### config.mk
export PLATFORM = sky130hd
export DESIGN_NAME = io_ring_pwr_seq
export DESIGN_NICKNAME = d
export VERILOG_FILES = /design/src/rtl/io_ring_pwr_seq_pkg.sv /design/src/rtl/io_ring_pwr_seq_pg_sync.sv /design/src/rtl/io_ring_pwr_seq.sv
export SDC_FILE = /design/constraint.sdc
export NUM_CORES = 1
export LEC_CHECK = 0
export BUFFER_PORTS_ARGS = -buffer_cell sky130_fd_sc_hd__buf_2
export CAP_MARGIN = 10
export CORE_MARGIN = 4
export CORE_UTILIZATION = 27
export DETAILED_ROUTE_END_ITERATION = 8
export MAX_ROUTING_LAYER = met4
export REMOVE_ABC_BUFFERS = 1
export SYNTH_ARGS = -nofsm -noshare
export SYNTH_HDL_FRONTEND = slang
export SYNTH_SLANG_ARGS = --single-unit
### constraint.sdc
create_clock -name clk -period 2.4 [get_ports clk]
set_input_delay 0.6 -clock clk [delete_from_list [all_inputs] [get_ports clk]]
set_output_delay 0.6 -clock clk [all_outputs]
set_load 0.01 [all_outputs]
### src/rtl/io_ring_pwr_seq_pkg.sv
// io_ring_pkg: shared types for the EG 3.3V IO-ring power sequencer.
// State encodings are visible on seq_state_o, so the numeric values are fixed.
package io_ring_pkg;

    localparam int SEQ_STATE_W = 3;

    typedef enum logic [SEQ_STATE_W-1:0] {
        ST_IDLE     = 3'd0,
        ST_WAIT_PG  = 3'd1,
        ST_DEBOUNCE = 3'd2,
        ST_REL_RET  = 3'd3,
        ST_REL_ISO  = 3'd4,
        ST_READY    = 3'd5,
        ST_SHUTDOWN = 3'd6,
        ST_FAULT    = 3'd7
    } io_seq_state_e;

endpackage

### src/rtl/io_ring_pwr_seq_pg_sync.sv
// io_pg_sync: multi-flop synchroniser that brings the asynchronous VDDIO
// power-good flag into the core clock domain. It clears to 0 on reset so
// the sequencer treats the supply as absent until it has been observed.
module io_pg_sync
    import io_ring_pkg::*;
#(
    parameter int STAGES = 2
) (
    input  logic clk,
    input  logic rst_n,
    input  logic d_i,
    output logic q_o
);

    logic [STAGES-1:0] sync_q;
    logic [STAGES-1:0] sync_d;

    // Shift the raw flag one stage per clock; only the last stage is used.
    always_comb begin
        sync_d = {sync_q[STAGES-2:0], d_i};
    end

    // Synchroniser flops, synchronous active-low clear.
    always_ff @(posedge clk) begin
        if (!rst_n) sync_q <= '0;
        else        sync_q <= sync_d;
    end

    assign q_o = sync_q[STAGES-1];

endmodule

### src/rtl/io_ring_pwr_seq.sv
// io_ring_pwr_seq: power-up/down sequencer for the EG 3.3V IO ring.
// Power-up releases retention, then isolation, then output enables; power-down
// (shutdown pulse or loss of power-good) reverses that order.
// Optional feature macro: IO_PWR_SEQ_TIMEOUT_EN adds a WAIT_PG/DEBOUNCE
// timeout that parks the block in a sticky FAULT state until reset.
module io_ring_pwr_seq
    import io_ring_pkg::*;
#(
    parameter int PG_SYNC_STAGES = 2,
    parameter int DEBOUNCE_CYC   = 16,
    parameter int RET_DLY_CYC    = 8,
    parameter int ISO_DLY_CYC    = 32,
    parameter int TIMEOUT_CYC    = 4096,
    parameter int CNT_W          = 16
) (
    input  logic                   clk,
    input  logic                   rst_n,
    input  logic                   pwr_good_async_i,
    input  logic                   seq_start_i,
    input  logic                   seq_shutdown_i,
    output logic                   pad_ret_o,
    output logic                   pad_iso_o,
    output logic                   pad_oe_en_o,
    output logic                   seq_ready_o,
    output logic [SEQ_STATE_W-1:0] seq_state_o,
    output logic                   fault_o
);

    // Terminal counts: a wait of N cycles ends when the counter reads N-1.
    localparam logic [CNT_W-1:0] DEB_LAST = CNT_W'(DEBOUNCE_CYC - 1);
    localparam logic [CNT_W-1:0] RET_LAST = CNT_W'(RET_DLY_CYC - 1);
    localparam logic [CNT_W-1:0] ISO_LAST = CNT_W'(ISO_DLY_CYC - 1);

    // Zero delays would collapse the ordering guarantees; refuse to build.
    if (PG_SYNC_STAGES < 2 || DEBOUNCE_CYC < 1 || RET_DLY_CYC < 1 ||
        ISO_DLY_CYC < 1 || TIMEOUT_CYC < 1) begin : g_bad_cfg
        $error("io_ring_pwr_seq: illegal zero delay or synchroniser depth < 2");
    end
    if (DEBOUNCE_CYC >= 2**CNT_W || RET_DLY_CYC >= 2**CNT_W ||
        ISO_DLY_CYC >= 2**CNT_W || TIMEOUT_CYC >= 2**CNT_W) begin : g_bad_cnt_w
        $error("io_ring_pwr_seq: CNT_W too narrow for configured delays");
    end

    logic pg_s;

    io_pg_sync #(
        .STAGES (PG_SYNC_STAGES)
    ) u_pg_sync (
        .clk   (clk),
        .rst_n (rst_n),
        .d_i   (pwr_good_async_i),
        .q_o   (pg_s)
    );

    io_seq_state_e    state_q, state_d;
    logic [CNT_W-1:0] cnt_q, cnt_d;
    logic [CNT_W-1:0] cnt_inc;
    logic             ret_q, ret_d;
    logic             iso_q, iso_d;
    logic             oe_q, oe_d;
    logic             rdy_q, rdy_d;
    logic             tmo_hit;

    // Delay counter saturates at all-ones instead of wrapping.
    always_comb begin
        cnt_inc = (&cnt_q) ? cnt_q : cnt_q + CNT_W'(1);
    end

`ifdef IO_PWR_SEQ_TIMEOUT_EN
    localparam logic [CNT_W-1:0] TMO_LAST = CNT_W'(TIMEOUT_CYC - 1);

    logic [CNT_W-1:0] tmo_q, tmo_d;
    logic             fault_q, fault_d;
    logic             in_pg_wait;

    // Timeout counter runs only while waiting for a stable supply.
    always_comb begin
        in_pg_wait = (state_q == ST_WAIT_PG) || (state_q == ST_DEBOUNCE);
        tmo_hit    = in_pg_wait && (tmo_q == TMO_LAST);
        tmo_d      = '0;
        if (in_pg_wait) tmo_d = tmo_hit ? tmo_q : tmo_q + CNT_W'(1);
        fault_d    = fault_q | (state_d == ST_FAULT);
    end

    // Timeout counter and sticky fault flag.
    always_ff @(posedge clk) begin
        if (!rst_n) begin
            tmo_q   <= '0;
            fault_q <= 1'b0;
        end else begin
            tmo_q   <= tmo_d;
            fault_q <= fault_d;
        end
    end

    assign fault_o = fault_q;
`else
    assign tmo_hit = 1'b0;
    assign fault_o = 1'b0;
`endif

    // Next-state and registered-output decode; outputs change only on
    // transitions so the ret -> iso -> oe order is enforced by the state path.
    always_comb begin
        state_d = state_q;
        cnt_d   = cnt_q;
        ret_d   = ret_q;
        iso_d   = iso_q;
        oe_d    = oe_q;
        rdy_d   = rdy_q;

        unique case (state_q)
            ST_IDLE: begin
                if (seq_start_i) begin
                    state_d = ST_WAIT_PG;
                    cnt_d   = '0;
                end
            end

            ST_WAIT_PG: begin
                if (seq_shutdown_i) begin
                    state_d = ST_SHUTDOWN;
                    cnt_d   = '0;
                end else if (tmo_hit) begin
                    state_d = ST_FAULT;
                end else if (pg_s) begin
                    state_d = ST_DEBOUNCE;
                    cnt_d   = '0;
                end
            end

            ST_DEBOUNCE: begin
                if (seq_shutdown_i) begin
                    state_d = ST_SHUTDOWN;
                    cnt_d   = '0;
                end else if (tmo_hit) begin
                    state_d = ST_FAULT;
                end else if (!pg_s) begin
                    // A glitch restarts the whole debounce window.
                    state_d = ST_WAIT_PG;
                    cnt_d   = '0;
                end else if (cnt_q == DEB_LAST) begin
                    state_d = ST_REL_RET;
                    cnt_d   = '0;
                    ret_d   = 1'b0;
                end else begin
                    cnt_d   = cnt_inc;
                end
            end

            ST_REL_RET: begin
                if (seq_shutdown_i || !pg_s) begin
                    state_d = ST_SHUTDOWN;
                    cnt_d   = '0;
                end else if (cnt_q == RET_LAST) begin
                    state_d = ST_REL_ISO;
                    cnt_d   = '0;
                    iso_d   = 1'b0;
                end else begin
                    cnt_d   = cnt_inc;
                end
            end

            ST_REL_ISO: begin
                if (seq_shutdown_i || !pg_s) begin
                    state_d = ST_SHUTDOWN;
                    cnt_d   = '0;
                end else if (cnt_q == ISO_LAST) begin
                    state_d = ST_READY;
                    cnt_d   = '0;
                    oe_d    = 1'b1;
                    rdy_d   = 1'b1;
                end else begin
                    cnt_d   = cnt_inc;
                end
            end

            ST_READY: begin
                if (seq_shutdown_i || !pg_s) begin
                    state_d = ST_SHUTDOWN;
                    cnt_d   = '0;
                    oe_d    = 1'b0;
                    rdy_d   = 1'b0;
                end
            end

            ST_SHUTDOWN: begin
                // Drivers are already off on entry; clamp next, then retain.
                oe_d  = 1'b0;
                rdy_d = 1'b0;
                iso_d = 1'b1;
                if (cnt_q == '0) begin
                    cnt_d   = CNT_W'(1);
                end else begin
                    ret_d   = 1'b1;
                    state_d = ST_IDLE;
                    cnt_d   = '0;
                end
            end

            ST_FAULT: begin
                ret_d = 1'b1;
                iso_d = 1'b1;
                oe_d  = 1'b0;
                rdy_d = 1'b0;
            end

            default: begin
                state_d = ST_IDLE;
                cnt_d   = '0;
            end
        endcase
    end

    // State, counter and output registers; reset parks the ring in its safe state.
    always_ff @(posedge clk) begin
        if (!rst_n) begin
            state_q <= ST_IDLE;
            cnt_q   <= '0;
            ret_q   <= 1'b1;
            iso_q   <= 1'b1;
            oe_q    <= 1'b0;
            rdy_q   <= 1'b0;
        end else begin
            state_q <= state_d;
            cnt_q   <= cnt_d;
            ret_q   <= ret_d;
            iso_q   <= iso_d;
            oe_q    <= oe_d;
            rdy_q   <= rdy_d;
        end
    end

    assign pad_ret_o   = ret_q;
    assign pad_iso_o   = iso_q;
    assign pad_oe_en_o = oe_q;
    assign seq_ready_o = rdy_q;
    assign seq_state_o = state_q;

endmodule

# ---- Word-level counts from Yosys, hierarchy flattened
# Index checks and enable logic that the tools add are counted.
# W data, S select, Z words.
dict set report word_totals {
  reg_bits 24
  latch_bits 0
  ram_bits 0
  rom_bits 0
  in_bits 5
  out_inout_bits 8
  wordCells 85
  n_memories 0
}
dict set report classes {
  add_sub_neg 1
  n_mul 0
  div_mod_pow 0
  order_cmp 0
  n_eq_ne 24
  n_shift 0
  muxes 39
  bitwise 0
  reduce_logical 15
}
# cell n
set ops {}
lappend ops {{$mux W16} 12}
lappend ops {{$pmux W16 S7} 1}
lappend ops {{$mux W3} 12}
lappend ops {{$pmux W3 S7} 1}
lappend ops {{$ne A2 B2 Y1 const B} 9}
lappend ops {{$add A16 B1 Y16 const B} 1}
lappend ops {{$eq A16 B3 Y1 const B} 1}
lappend ops {{$eq A16 B4 Y1 const B} 1}
lappend ops {{$eq A16 B5 Y1 const B} 1}
lappend ops {{$logic_not A16 Y1} 1}
lappend ops {{$reduce_and A16 Y1} 1}
lappend ops {{$eq A3 B3 Y1 const B} 4}
lappend ops {{$mux W1} 10}
lappend ops {{$reduce_and A4 Y1} 2}
lappend ops {{$reduce_and A8 Y1} 1}
lappend ops {{$reduce_bool A7 Y1} 1}
lappend ops {{$eq A3 B2 Y1 const B} 2}
lappend ops {{$ne A3 B3 Y1 const B} 2}
lappend ops {{$pmux W1 S3} 2}
lappend ops {{$reduce_bool A3 Y1} 2}
lappend ops {{$reduce_and A5 Y1} 1}
lappend ops {{$ne A4 B4 Y1 const B} 1}
lappend ops {{$eq A3 B1 Y1 const B} 1}
lappend ops {{$logic_not A3 Y1} 1}
lappend ops {{8 further kinds} 8}

# ---- Logic depth before layout (Yosys ltp)
dict set report logic_depth {
  word_depth 6
  depth_mapped 8
  ltp_nobuf 6
}

# ---- Hierarchy
# From an unflattened synthesis, not the netlist that was laid out.
dict set report unflattened {
  cells_unflattened 197
  hier_area_um2 1570.3
}
# module instances cells_each area_per_inst_um2 seq_area_each_um2
set by_module_without_submodules {}
lappend by_module_without_submodules {io_ring_pwr_seq 1 193 1517.7 440.4}
lappend by_module_without_submodules {io_pg_sync 1 4 52.6 40.0}

# ---- Least setup slack after synthesis
# OpenSTA, ideal clock, no wires.
dict set report synth_timing {
  path_type {reg2reg}
  from {register cnt_q[13]}
  to {register cnt_q[12]}
  setup_time_ns 0.125
  arrival_time_ns 2.034
  t_required_ns 2.275
  slack_ns 0.241
  path_stages_with_launch 7
  n_path_buf 1
  period_less_slack_ns 2.159
  path_cell_list {dfxtp_1 > or4_1 > o41a_1 > o2bb2ai_2 > o31ai_4 > buf_6 > a21oi_2}
}
dict set report synth_between {
  elab_chain_cells 6
  word_cells_on_any_way 13
  classes_between {3 x eq/ne; 9 x mux; 1 x reduce/logical}
}
# item line_no
set synth_rtl {}
lappend synth_rtl {{from (decl)} io_ring_pwr_seq.sv:56} ;# logic [CNT_W-1:0] cnt_q, cnt_d;
lappend synth_rtl {{from (signal assigned)} io_ring_pwr_seq.sv:226} ;# cnt_q <= cnt_d;
lappend synth_rtl {{$reduce_and A16 Y1} io_ring_pwr_seq.sv:66} ;# cnt_inc = (&cnt_q) ? cnt_q : cnt_q + CNT_W'(1);
lappend synth_rtl {{$mux W16} io_ring_pwr_seq.sv:66}
lappend synth_rtl {{$mux W16} io_ring_pwr_seq.sv:142} ;# end else if (cnt_q == DEB_LAST) begin
lappend synth_rtl {{$mux W16} io_ring_pwr_seq.sv:138} ;# end else if (!pg_s) begin
lappend synth_rtl {{$mux W16} io_ring_pwr_seq.sv:133} ;# if (seq_shutdown_i) begin
lappend synth_rtl {{$pmux W16 S7 *} io_ring_pwr_seq.sv:112} ;# unique case (state_q)
# Every way passes the cells marked *; elsewhere a longest branch is shown, timed or not.
# A chain may end at the register's enable or synchronous reset.

# ---- Worst setup path after layout
dict set report layout_timing {
  from {register cnt_q[15]}
  to {register cnt_q[2]}
}
# Same word-level chain as after synthesis.

==> results_dict.tcl <==
set metrics [dict create \
    crit_arrival_ps 2420 \
    ir_drop_v 0.000421 \
    die_x_um 84.7 \
    synth_seq_cells 24 \
    htree_levels 1 \
    synth-async-reset-ratio_pct 0 \
    whs_ps 441 \
    p_comb_share_pct 36.5 \
    status "complete, no violations" \
    r2r_cells 6 \
    grt_pass1_wl_um 6470 \
    setup-violations-final 0 \
    cts.path.max_buffers 2 \
    holdPathStages 1 \
    hold_buffers 0 \
    fmax_ghz 0.440 \
    wire_per_inst_um 13.2 \
    drt_iter0_drc 136 \
    gr-total-overflow 0 \
    worst_clock_skew_ps 3.11 \
    min_path_type "reg -> reg" \
    antenna_found_initial 0 \
    grt_pass1_vias 1415 \
    max-cap-violations 0 \
    fill_cells 585 \
    critPathMaxFanout 9 \
    p_switching_mw 0.405 \
    vias 1538 \
    critPathCaptureType "flop" \
    totalWireLength_um 3790 \
    synth.distinct_cells 46 \
    regToRegSetupSlack_ps 130 \
    clockPowerShare_pct 23.8 \
    cp_data_required_time_ps 2550 \
    syn_to_final_growth_pct 17.7 \
    clock-sinks 24 \
    routed_via_density 5.34 \
    power_density_nw_per_um2 615 \
    synth_ff_type "dfxtp_1" \
    start_kind "flop" \
    netlist_area_um2 1590 \
    avgSynthCellArea_um2 8.07 \
    cts_setup_buffers 0 \
    synth_edf_count 0 \
    final_hold_viol_count 0 \
    synth-warning-count 0 \
    drc 0 \
    grt_use_total_pct 11.1 \
    p_int_mw 0.746 \
    slew_violations 0 \
    cts_inserted_buffers 3 \
    rsz0062_at_grt "no" \
    syn_inst 197 \
    initial_core_util_pct 28.4 \
    worstMarginPinSlew_ps 690 \
    grt_max_degree 25 \
    drive_gt1_share_pct 23.6 \
    clk_pin_slew_worst_paths_ps 90 \
    crit_start "cnt_q[15]" \
    cts_resized 0 \
    root_buffer "clkbuf_8" \
    drt_pass1_iterations 4 \
    maxSlewHeadroom_pct 53.6 \
    reg2reg_from "cnt_q[15]" \
    hold_path_end "u_pg_sync.sync_q[1]" \
    ys_seq_area_share_pct 30.2 \
    core_um2 5610 \
    seqPwrFrac_pct 39.6 \
    ant_nets 0 \
    period_needed_ps 2270 \
    cts_tree "done" \
    num_antenna_cells 0 \
    nets 224 \
    hpwl_um 2870 \
    clk_latency_ps 260 \
    fp-row-count 27 \
    routabilityCongestion 0.846 \
    path_class "reg -> reg" \
    worstHoldStart "u_pg_sync.sync_q[0]" \
    port_buffers 11 \
    io_pins 13 \
    dieArea_um2 7180 \
    swShare_pct 35.2 \
    leakagePower_nw 0.631 \
    die_height_um 84.7 \
    worstReg2RegEnd "cnt_q[2]" \
    finalSetupTns_ps 0 \
    min_period_over_period_pct 94.7 \
]
-- cells in the final DEF, fill, tap and decap left out, types with 8 or more instances in the layout --
| master | Yosys | layout |
|---|---|---|
| dfxtp_1 | 24 | 24 |
| nand3_1 | 9 | 9 |
| a21oi_2 | 10 | 10 |
| a21oi_1 | 8 | 8 |
| or4_1 | 12 | 12 |
| buf_4 | 2 | 18 |
| nand2_1 | 21 | 21 |
| o31ai_1 | 13 | 13 |
| buf_2 | 2 | 11 |
| inv_1 | 9 | 9 |
-- cells by family after synthesis --
| logic type | after synthesis | share of synthesized area [%] |
|---|---|---|
| AND/OR/NAND/NOR | 89 | 33.6 |
| AO/OA/AOI/OAI | 55 | 26.4 |
| buffers and inverters | 24 | 6.77 |
| flip-flops | 24 | 30.2 |
| multiplexers | 2 | 1.26 |
| adder cells (fa/ha/maj) | 2 | 1.57 |
| other | 1 | 0.236 |
-- synthesized netlist by cell type (all sizes together), types with 2 or more instances --
| library cell | instances | area share, % |
|---|---|---|
| and4 | 2 | 1.1 |
| mux2i | 2 | 1.3 |
| nor3 | 2 | 0.63 |
| nand2 | 21 | 5.0 |
| dfxtp | 24 | 30 |
| and3 | 3 | 1.2 |
| nor4 | 8 | 4.5 |
| o31ai | 14 | 7.5 |
| or4 | 13 | 6.4 |
| o21ai | 7 | 2.2 |
| a211oi | 2 | 0.94 |
| a21oi | 18 | 8.0 |
| nand3 | 9 | 2.8 |
| o211ai | 3 | 1.4 |
| nand4 | 5 | 2.0 |
| nor4b | 2 | 1.1 |
| clkbuf | 10 | 2.4 |
| o2111ai | 2 | 1.1 |
| or3 | 2 | 0.79 |
| inv | 9 | 2.1 |
| nand2b | 2 | 0.79 |
| nor2b | 3 | 1.2 |
| nor2 | 7 | 1.7 |
| and2 | 6 | 2.4 |
| buf | 5 | 2.3 |
| o22ai | 2 | 0.79 |
| ha | 2 | 1.6 |
-- metrics by stage --
stage                     worst slack, ps  utilization (%)  power (mW)  cell area (µm²)  std cells
final                                 128             33.4        1.15             1870        288
after global routing                 20.7             33.4        1.23             1870        288
after CTS                             125             33.4        1.16             1870        288
after detailed placement             99.2             32.4       0.887             1820        284
after global placement               69.8             32.4       0.886             1820        284
after floorplan                      30.8                -       0.715             1520        182
-- routing by layer --
metal / wire length [µm] / track usage, % / vias up
li1: - / - / 786
met1: 1850 / 14.9 / 706
met2: 1770 / 17.3 / 44
met3: 137 / 0.981 / 2
met4: 36 / 3.74 / 0
met5: 0 / - / -
-- sequential cells by signal (all words and copies together) (netlist names) --
| signal | cells |
|---|---|
| cnt_q | 16 |
| pad_iso_o | 1 |
| pad_ret_o | 1 |
| seq_ready_o | 1 |
| seq_state_o | 3 |
| u_pg_sync.sync_q | 2 |
-- worst max-delay path: stages, from the launching register on --
cell and delay (ps):
dfxtp_1 340, or4_1 590, o41a_1 440, o2bb2ai_2 230, o31ai_4 290, buf_4 220
a21oi_2 40
-- power groups by stage --
stage / Sequential (mW) / Combinational, mW / Clock [mW]
detailed placement: 0.466 / 0.421 / 0
finish: 0.456 / 0.421 / 0.274
global route: 0.463 / 0.467 / 0.302
floorplan: 0.486 / 0.229 / 0
global placement: 0.465 / 0.421 / 0
CTS: 0.455 / 0.422 / 0.284
-- final cells by class --
type	instances	area (µm²)	area share (%)
inverter	9	33.8	1.80
tap	72	90.1	4.81
sequential	24	480	25.7
timing repair buffer	30	210	11.2
multi-input combinational	149	1000	53.5
clock buffer	4	55.1	2.94
-- how the worst max path moves through the flow --
| stage | endpoint | slack [ps] |
|---|---|---|
| floorplan | cnt_q[14] | 30 |
| global placement | cnt_q[15] | 70 |
| detailed placement | cnt_q[0] | 100 |
| CTS | seq_state_o[1] | 130 |
| global route | cnt_q[2] | 20 |
| finish | cnt_q[2] | 130 |
No activity file was read; power rests on OpenSTA's default activity.
